$ cat config.mk
export PLATFORM = sky130hd
export DESIGN_NAME = mips32_fetch_unit
export DESIGN_NICKNAME = d
export VERILOG_FILES = /design/src/rtl/mips32_pkg.sv /design/src/rtl/mips32_fetch_queue.sv /design/src/rtl/mips32_fetch_unit.sv
export SDC_FILE = /design/constraint.sdc
export NUM_CORES = 1
export LEC_CHECK = 0
export ABC_AREA = 0
export BUFFER_PORTS_ARGS = -buffer_cell sky130_fd_sc_hd__buf_2
export CORE_MARGIN = 4
export CORE_UTILIZATION = 30
export CTS_CLUSTER_DIAMETER = 40
export CTS_CLUSTER_SIZE = 40
export DETAILED_ROUTE_END_ITERATION = 12
export PLACE_DENSITY_LB_ADDON = 0.05
export REMOVE_ABC_BUFFERS = 1
export SYNTH_ARGS = -nofsm -noshare
export SYNTH_HDL_FRONTEND = slang
export SYNTH_SLANG_ARGS = --single-unit
export TNS_END_PERCENT = 1
$ cat constraint.sdc
create_clock -name clk -period 12.3 [get_ports clk]
set_clock_uncertainty 0.1 [all_clocks]
set_input_delay 1.23 -clock clk [delete_from_list [all_inputs] [get_ports clk]]
set_output_delay 1.23 -clock clk [all_outputs]
set_load 0.01 [all_outputs]
$ cat src/rtl/mips32_pkg.sv
// Shared types and defaults for the mips32 instruction-fetch front end.
// Latency: n/a (types and constants only).
// Backpressure: n/a.
package mips32_pkg;

  localparam int                         DEFAULT_WORD_W   = 32;
  localparam logic [DEFAULT_WORD_W-1:0]  DEFAULT_RESET_PC = 32'h0000_0000;

  // One decoded-side fetch slot: the instruction word and the address after it.
  typedef struct packed {
    logic [DEFAULT_WORD_W-1:0] ir;
    logic [DEFAULT_WORD_W-1:0] npc;
  } fetch_entry_t;

  // RUN: every response is on the current path. FLUSH: stale responses still in flight.
  typedef enum logic {
    ST_RUN   = 1'b0,
    ST_FLUSH = 1'b1
  } fetch_state_e;

endpackage

$ cat src/rtl/mips32_fetch_queue.sv
// In-order instruction queue holding fetch_entry_t slots between memory and decode.
// Latency: a pushed entry is visible at the head one cycle after the push edge (no bypass).
// Backpressure: push into a full queue is ignored unless a pop frees the slot the same cycle.
module mips32_fetch_queue
  import mips32_pkg::*;
#(
  parameter int DEPTH = 4
) (
  input  logic                     clk,
  input  logic                     rst,
  input  logic                     push_i,
  input  fetch_entry_t             push_dat_i,
  input  logic                     pop_i,
  input  logic                     flush_i,
  output logic [$clog2(DEPTH):0]   count_o,
  output fetch_entry_t             head_o,
  output logic                     empty_o,
  output logic                     full_o
);

  localparam int PTR_W = $clog2(DEPTH);
  localparam int CNT_W = PTR_W + 1;

  fetch_entry_t     mem_q [DEPTH];
  logic [PTR_W-1:0] wr_ptr_q, wr_ptr_d;
  logic [PTR_W-1:0] rd_ptr_q, rd_ptr_d;
  logic [CNT_W-1:0] count_q, count_d;
  logic             do_push;
  logic             do_pop;

  assign empty_o = (count_q == '0);
  assign full_o  = (count_q == CNT_W'(DEPTH));
  assign count_o = count_q;
  assign head_o  = mem_q[rd_ptr_q];

  assign do_pop  = pop_i && !empty_o && !flush_i;
  assign do_push = push_i && !flush_i && (!full_o || do_pop);

  // Pointer and occupancy next-state; a flush discards every entry at once.
  always_comb begin
    wr_ptr_d = wr_ptr_q;
    rd_ptr_d = rd_ptr_q;
    count_d  = count_q;
    if (flush_i) begin
      wr_ptr_d = '0;
      rd_ptr_d = '0;
      count_d  = '0;
    end else begin
      if (do_push) wr_ptr_d = wr_ptr_q + PTR_W'(1);
      if (do_pop)  rd_ptr_d = rd_ptr_q + PTR_W'(1);
      count_d = count_q + CNT_W'(do_push) - CNT_W'(do_pop);
    end
  end

  // Pointer and occupancy registers.
  always_ff @(posedge clk or posedge rst) begin
    if (rst) begin
      wr_ptr_q <= '0;
      rd_ptr_q <= '0;
      count_q  <= '0;
    end else begin
      wr_ptr_q <= wr_ptr_d;
      rd_ptr_q <= rd_ptr_d;
      count_q  <= count_d;
    end
  end

  // Entry storage; cleared on reset so the head reads as zero until the first fill.
  always_ff @(posedge clk or posedge rst) begin
    if (rst) begin
      for (int i = 0; i < DEPTH; i++) mem_q[i] <= '0;
    end else if (do_push) begin
      mem_q[wr_ptr_q] <= push_dat_i;
    end
  end

endmodule

$ cat src/rtl/mips32_fetch_unit.sv
// Fetch front end: owns the PC, issues word fetches, queues IR/NPC pairs for decode, applies redirects.
// Latency: request to if_valid is 2 cycles minimum; a response shows on if_valid the cycle after it arrives.
// Backpressure: id_stall holds the head; requests stop once queued + in-flight reaches DEPTH.
module mips32_fetch_unit
  import mips32_pkg::*;
#(
  parameter int                DEPTH    = 4,
  parameter logic [31:0]       RESET_PC = DEFAULT_RESET_PC,
  // The queue entry layout is fixed to the package width, so this must stay at its default.
  parameter int                WORD_W   = DEFAULT_WORD_W
) (
  input  logic              clk,
  input  logic              rst,
  output logic              imem_req,
  output logic [WORD_W-1:0] imem_addr,
  input  logic              imem_ready,
  input  logic              imem_rvalid,
  input  logic [WORD_W-1:0] imem_rdata,
  input  logic              br_taken,
  input  logic [WORD_W-1:0] br_target,
  input  logic              id_stall,
  output logic              if_valid,
  output logic [WORD_W-1:0] if_ir,
  output logic [WORD_W-1:0] if_npc
);

  localparam int CNT_W = $clog2(DEPTH) + 1;

  logic [WORD_W-1:0] pc_q, pc_d;
  logic [WORD_W-1:0] resp_pc_q, resp_pc_d;
  logic [CNT_W-1:0]  outst_q, outst_d;
  logic [CNT_W-1:0]  drop_q, drop_d;
  fetch_state_e      state_q, state_d;

  logic [CNT_W-1:0]  q_count;
  logic [CNT_W:0]    used_slots;
  fetch_entry_t      q_head;
  fetch_entry_t      q_push_dat;
  logic              q_push;
  logic              q_pop;
  logic              q_empty;
  logic              q_full;
  logic              req_hs;

  // Every slot is either queued or reserved by an in-flight request, so a kept response always fits.
  assign used_slots = (CNT_W+1)'(q_count) + (CNT_W+1)'(outst_q);

  assign imem_req  = !rst && !br_taken && (used_slots < (CNT_W+1)'(DEPTH));
  assign imem_addr = pc_q;
  assign req_hs    = imem_req && imem_ready;

  // Responses are kept only on the current path; a redirect cycle's response is always stale.
  assign q_push           = imem_rvalid && !br_taken && (state_q == ST_RUN);
  assign q_push_dat.ir    = imem_rdata;
  assign q_push_dat.npc   = resp_pc_q + WORD_W'(1);

  assign if_valid = !q_empty && !br_taken;
  assign q_pop    = if_valid && !id_stall;
  assign if_ir    = q_head.ir;
  assign if_npc   = q_head.npc;

  mips32_fetch_queue #(
    .DEPTH (DEPTH)
  ) u_queue (
    .clk        (clk),
    .rst        (rst),
    .push_i     (q_push),
    .push_dat_i (q_push_dat),
    .pop_i      (q_pop),
    .flush_i    (br_taken),
    .count_o    (q_count),
    .head_o     (q_head),
    .empty_o    (q_empty),
    .full_o     (q_full)
  );

  // PC, credit, drop-count and RUN/FLUSH next-state; redirect overrides normal advance.
  always_comb begin
    pc_d      = pc_q;
    resp_pc_d = resp_pc_q;
    outst_d   = outst_q;
    drop_d    = drop_q;
    state_d   = state_q;

    if (req_hs)      outst_d = outst_d + CNT_W'(1);
    if (imem_rvalid) outst_d = outst_d - CNT_W'(1);

    if (br_taken) begin
      pc_d      = br_target;
      resp_pc_d = br_target;
      // Everything still in flight after this cycle is wrong-path, including requests
      // already marked stale by an earlier redirect, so the drop count is the full total.
      drop_d    = outst_q - CNT_W'(imem_rvalid);
    end else begin
      if (req_hs) pc_d = pc_q + WORD_W'(1);
      if (imem_rvalid) begin
        if (state_q == ST_FLUSH) drop_d    = drop_q - CNT_W'(1);
        else                     resp_pc_d = resp_pc_q + WORD_W'(1);
      end
    end

    case (state_q)
      ST_RUN:   if (drop_d != '0) state_d = ST_FLUSH;
      ST_FLUSH: if (drop_d == '0) state_d = ST_RUN;
      default:  state_d = ST_RUN;
    endcase
  end

  // State registers; reset abandons all in-flight bookkeeping.
  always_ff @(posedge clk or posedge rst) begin
    if (rst) begin
      pc_q      <= RESET_PC;
      resp_pc_q <= RESET_PC;
      outst_q   <= '0;
      drop_q    <= '0;
      state_q   <= ST_RUN;
    end else begin
      pc_q      <= pc_d;
      resp_pc_q <= resp_pc_d;
      outst_q   <= outst_d;
      drop_q    <= drop_d;
      state_q   <= state_d;
    end
  end

  // A kept response must never meet a full queue that is not draining this cycle.
  a_no_overflow: assert property (@(posedge clk) disable iff (rst)
    !(q_push && q_full && !q_pop));

  // Memory must never answer more requests than were accepted.
  a_no_spurious_resp: assert property (@(posedge clk) disable iff (rst)
    !(imem_rvalid && (outst_q == '0)));

endmodule

# Yosys cells after proc, flatten, opt, wreduce, memory -nomap -nowiden

Index checks and enable logic that the tools add are counted.

Add/subtract/negate cells: 11
Order comparisons: 4
Equality and inequality tests: 2
Mux-type cells: 24
Bitwise operators: 3
Reductions and logical operators: 26

Operators by type and width:

| cell                                                                  | number |
|---|---|
| 256-bit bitwise mux                                                   | 1 |
| 64-bit two-way mux                                                    | 3 |
| 32-bit two-way mux                                                    | 5 |
| 64-bit binary-select mux with 2-bit select                            | 1 |
| 64-bit demux with 2-bit select                                        | 1 |
| 32-bit by 1-bit adder with 32-bit output (second input constant)      | 2 |
| 3-bit two-way mux                                                     | 6 |
| 1-bit logical AND                                                     | 12 |
| 2-bit two-way mux                                                     | 4 |
| 2-bit nonzero test                                                    | 4 |
| 3-bit >= comparator (second input constant)                           | 2 |
| 3-bit logical NOT                                                     | 2 |
| 2-bit inverter with 3-bit output                                      | 2 |
| 3-bit by 1-bit subtractor with 3-bit output                           | 2 |
| 3-bit by 1-bit subtractor with 3-bit output (second input constant)   | 2 |
| 1-bit logical NOT                                                     | 5 |
| 2-bit by 1-bit adder with 2-bit output (second input constant)        | 2 |
| 3-bit by 3-bit adder with 4-bit output                                | 1 |
| 4-bit by 3-bit < comparator with 1-bit output (second input constant) | 1 |
| 3-bit by 1-bit adder with 3-bit output                                | 1 |
| 3-bit by 1-bit adder with 3-bit output (second input constant)        | 1 |
| 3-bit equality test (second input constant)                           | 1 |
| 3-bit by 1-bit < comparator with 1-bit output (second input constant) | 1 |
| 3-bit nonzero test                                                    | 1 |
| 6 further kinds                                                       | 7 |

Flip-flop bits (word level): 334
Input bits: 70
Output and inout bits: 98
Logic and storage cells: 86

# Longest topological paths before layout

Depth in word-level cells: 11
Mapped depth: 11
Mapped depth without buffers: 9

# Cells and area by module

A second synthesis with hierarchy kept.

Cells, all modules: 1,192
Area, all modules: 17,400.4 um^2

Modules (own cells, without submodules):

| module             | times used | cells an instance | area an instance (um^2) | sequential area each (um^2) |
|---|---|---|---|---|
| mips32_fetch_queue | 1          | 665               | 12,747.2                | 6,581.3 |
| mips32_fetch_unit  | 1          | 527               | 4,653.2                 | 1,776.7 |

# Least setup slack after synthesis

OpenSTA, ideal clock, no wires.

Path type: input to output
Start: input br_taken
End: output imem_req
Arrival time: 2.237 ns
Data required time: 10.970 ns
Slack: 8.733 ns
Stages on the path: 5
Path buffers: 3
Cells stage by stage: buf_2 -> inv_1 -> clkbuf_1 -> clkbuf_1 -> and3_1

Word-level cells in the longest chain between the ends: 3

Ends and longest elaborated chain:

| what                           | RTL line                | RTL |
|---|---|---|
| from (decl)                    | mips32_fetch_unit.sv:19 | `input logic br_taken,` |
| 1-bit logical NOT              | mips32_fetch_unit.sv:48 | `assign imem_req = !rst && !br_taken && (used_slots < (CNT_W+1)'(DEPTH));` |
| 1-bit logical AND (2 in a row) | mips32_fetch_unit.sv:48 |  |
| to (decl)                      | mips32_fetch_unit.sv:14 | `output logic imem_req,` |

Every way passes these cells.

# Worst setup path in the final report

Start: register u_queue.rd_ptr_q[0]
End: output if_npc[8]

Word-level cells in the longest chain between the ends: 4

Ends and longest elaborated chain:

| what                                                   | RTL line                 | RTL |
|---|---|---|
| from (decl)                                            | mips32_fetch_queue.sv:26 | `logic [PTR_W-1:0] rd_ptr_q, rd_ptr_d;` |
| from (signal assigned)                                 | mips32_fetch_queue.sv:63 | `rd_ptr_q <= rd_ptr_d;` |
| 2-bit inverter with 3-bit output (implied by the code) | mips32_fetch_queue.sv:34 | `assign head_o = mem_q[rd_ptr_q];` |
| 64-bit binary-select mux with 2-bit select             | mips32_fetch_queue.sv:34 |  |
| 64-bit two-way mux (implied by the code) (2 in a row)  | mips32_fetch_queue.sv:34 |  |
| to (decl)                                              | mips32_fetch_unit.sv:24  | `output logic [WORD_W-1:0] if_npc` |

Every way passes these cells. The select of a mux whose other input is x is not followed.

==> results summary <==
Across all hold checks on the routed design, the worst slack comes to 0.3720 ns. The total DRC errors in the routed layout is 0. The highest ir drop seen on vdd is between 80 and 90 µV. The count of antenna diodes in the layout came out at 0. The floorplan has 84 rows. The tightest min-delay check is of the reg -> reg type. The via count of the first global-routing pass came out at around 12000. The maximum number of pins on one net before global-route repair came out at between 150 and 200. The global placement routability congestion is 0.7566. The quantity of hold-fixing buffers added after cts came out at 0. The clock passes through at most 3 buffers. The number of buffer cells added on primary ports came out at 167. The final sum of negative setup slack came out at 0 ns. Wires add up to 43.91 mm. The total clock buffers created by CTS is 70. Based on the critical path, the design can be clocked at up to 234.0 MHz. In this run the remaining antenna-violating nets after routing total 0. In the layout the commonest cells are dfrtp_1 (332), nand2_1 (187), buf_2 (167). The first global-routing pass estimated about 70 mm of wire. The via density per instance is 4.878. Total power for the finished layout comes to 0.004360 W. Power spread over the standard cell area amounts to roughly 220 nW/µm². The net count of the finished layout is 1588. Setup repair after global routing left no endpoint under its margin.

By area, the combinational part of the netlist is dominated by multiplexers. The length of the first detailed-routing pass in iterations is 6. In the final routed layout, each cell accounts on average for just under 20 µm. The floorplan die height came out at around 240 µm. The met1 usage in global routing came out at 22.16%. The post-cts gate resize count came out at 0. In the synthesized netlist the dominant register cell turns out to be dfrtp_1. The number of register bits inferred by synthesis is ~330. The number of max-cap violations came out at 0. The total count of max-transition violations in the final report is 0. The floorplan die area is 56800 µm². The critical path class is reg -> out. The routed via count came out at 10950. The clock drives 334 sinks. After layout, the minimum clock period comes to 4.274 ns.

The cell area that synthesis handed to floorplanning was 15920 µm². Global routing consumed, on the met2 layer, 24.76% of the routing resources. The unique cell type count in the Yosys netlist is 56. The worst setup path is launched from a register. The remaining global-route overflow is 0. The synthesized netlist devotes 7.193% of its cell area to compound gates. The fraction of final layout cells with drive strength greater than 1 came out at about a third. Global routing used 15.85% of the available tracks. In this run, the number of DRC markers left after iteration 0 of detailed routing was approximately 490. The number of H-tree levels is 3. The data arrival time of the worst path came out at 2.94 ns. The number of buffers added for setup after CTS came out at 0.

From left edge to right edge, the die measures 238.3 µm. Dividing the synthesized area by the synthesized cell count gives 11.87 µm². Multiplexer cells account for 19.68% of the synthesized area. The number of flops mapped to enable cells by yosys came out at 0.

The met3 routing resource usage after global routing came out at 3.687%. The fraction of the mapped netlist area in adder cells came out at 1.305%. The largest fanout on the critical path came out at 50. Data on the critical path is required at its endpoint by 10.97 ns. The number of antenna violations at the first check in global routing came out at 1. The relative max-transition margin is between 20 and 30%. The parity-gate share of the synthesized area counting xor and xnor cells is 4.395%. The post-synthesis simple-gate area fraction came out at 11.87%. In this run the static leakage power is 8.831 nW.

The final hold violation count came out at 0. The number of top-level design ports is 168. The worst-skew pair later-pin latency is 0.58 ns. The highest-utilization routing layer at the global route stage is met2. The growth of design area from synthesis to finish came out at 24.58%.

Leaving out fill and tap cells, the most frequent cell in the layout is dfrtp_1. In this run the clock root is driven by a clkbuf_16. The flow ran to the end, and the final reports show no timing, DRC or antenna violations. The half-perimeter wire length after placement is about 28 mm. The number of synthesis warnings is 0. The kind of end point of the critical path is a primary output. The total setup violations reported at the end of the flow came out at 0. The total area inside the core boundary comes to 52550 µm². Clock-pin slew was measured on the worst setup and hold paths at 0.05 ns.

TritonCTS built the clock tree. The gate count of the mapped netlist came out at 1341. The share of the cycle needed by the critical path after routing came out at 34.75%. The slew at the pin with the worst max-slew slack is between 1 and 1.5 ns. The share of synthesized registers carrying an async set or reset is 100.0%. Sequential cells were found to cover between 50% and 60% of the synthesized design area. The initial core utilization came out at 30.29%.
## where the power goes
part / switching [W] / leakage, nW / total [W] / internal [W]
clock: 0.000629 / 1.17 / 0.00195 / 0.00132
sequential: 0.000164 / 4.39 / 0.00149 / 0.00133
combinational: 0.000460 / 3.27 / 0.000924 / 0.000464
## layout make-up
cell class | count | area [µm²]
multi-input combinational | 895 | 7123
tap | 688 | 860.8
clock inverter | 38 | 490.5
timing repair buffer | 180 | 945.9
fill | 5214 | 32720
sequential | 334 | 8366
clock buffer | 88 | 1954
inverter | 21 | 86.33
## critical path, cell delays in order, from the launching register on
cell	delay, ns
dfrtp_4	0.68
buf_4	0.82
mux4_2	0.65
buf_2	0.17
## Yosys cell counts, types with 2 or more instances
cell,number,area [µm²]
nand4_4,2,42.54
xor2_1,50,437.9
o21ai_1,26,130.1
o31ai_1,2,15.01
or3_1,2,12.51
a21o_1,2,15.01
nor4_2,2,25.02
and2_1,3,18.77
nand4_2,2,25.02
o21ai_0,132,660.6
mux2i_1,8,80.08
buf_4,4,30.03
mux4_2,64,1441
nor3_1,9,45.04
o211ai_1,11,82.58
o31a_1,2,17.52
dfrtp_1,334,8358
nand2b_1,4,25.02
nor2_1,37,138.9
and4_1,8,70.07
a21boi_0,5,37.54
xnor2_1,28,245.2
nor3_2,2,20.02
nand4_1,28,175.2
inv_1,20,75.07
nor2b_1,2,12.51
ha_1,15,187.7
nand3_1,56,280.3
nor4_4,2,42.54
a31oi_1,4,25.02
nand2_1,187,701.9
and3_1,13,81.33
a21oi_1,6,30.03
nand3b_1,2,15.01
buf_2,32,160.2
o311ai_0,10,87.58
clkbuf_1,47,176.4
nor4_1,10,62.56
or4_1,5,37.54
buf_1,6,22.52
mux2_2,142,1599
## layer usage
metal  vias to the layer above  share of wire [%]
met1                      5453                 48
li1                       5190                  -
met2                       229                 46
met4                         0                2.0
met5                         -                  0
met3                        75                4.4
## path summary, 6_finish.rpt
| path | slack, ns | depth (start not counted) | from | endpoint |
|---|---|---|---|---|
| worst max-delay path | 8.03 | 3 | u_queue.rd_ptr_q[0]$_DFFE_PP0P_ | if_npc[8] |
| worst min-delay path | 0.37 | 2 | u_queue.mem_q[5]$_DFFE_PP0P_ | u_queue.mem_q[5]$_DFFE_PP0P_ |
| worst max register to register | 9.19 | 6 | u_queue.count_o[1]$_DFF_PP0_ | u_queue.mem_q[31]$_DFFE_PP0P_ |
| worst min register to register | 0.37 | 2 | u_queue.mem_q[5]$_DFFE_PP0P_ | u_queue.mem_q[5]$_DFFE_PP0P_ |
| max in group asynchronous | 9.86 | 3 | rst | u_queue.rd_ptr_q[0]$_DFFE_PP0P_ |
| min in group asynchronous | 0.73 | 2 | rst | imem_addr[2]$_DFFE_PP0P_ |
## stage by stage
step	setup slack, ns	utilization, %	cell area (µm²)	cells
2_1_floorplan	1.717	-	15510	1250
3_3_place_gp	8.044	33.08	17380	2118
5_1_grt	7.798	37.73	19830	2244
3_5_place_dp	8.076	33.08	17380	2118
4_1_cts	7.853	37.73	19830	2244
6_report	8.026	37.73	19830	2244
## state kept, by name, indices dropped and copies added (netlist names)
| name | flops |
|---|---|
| state_q | 1 |
| u_queue.rd_ptr_q | 2 |
| imem_addr | 32 |
| u_queue.wr_ptr_q | 2 |
| resp_pc_q | 32 |
| u_queue.mem_q | 256 |
| outst_q | 3 |
| u_queue.count_o | 3 |
| drop_q | 3 |
## logic make-up after synthesis
logic type	Yosys count
adders and majority gates	16
muxes	215
xor gates and xnor gates	79
DFF	334
and+or+nand+nor	380
buffers and inverters	112
AOI/OAI and AO/OA	205
No activity file was read; power rests on OpenSTA's default activity.
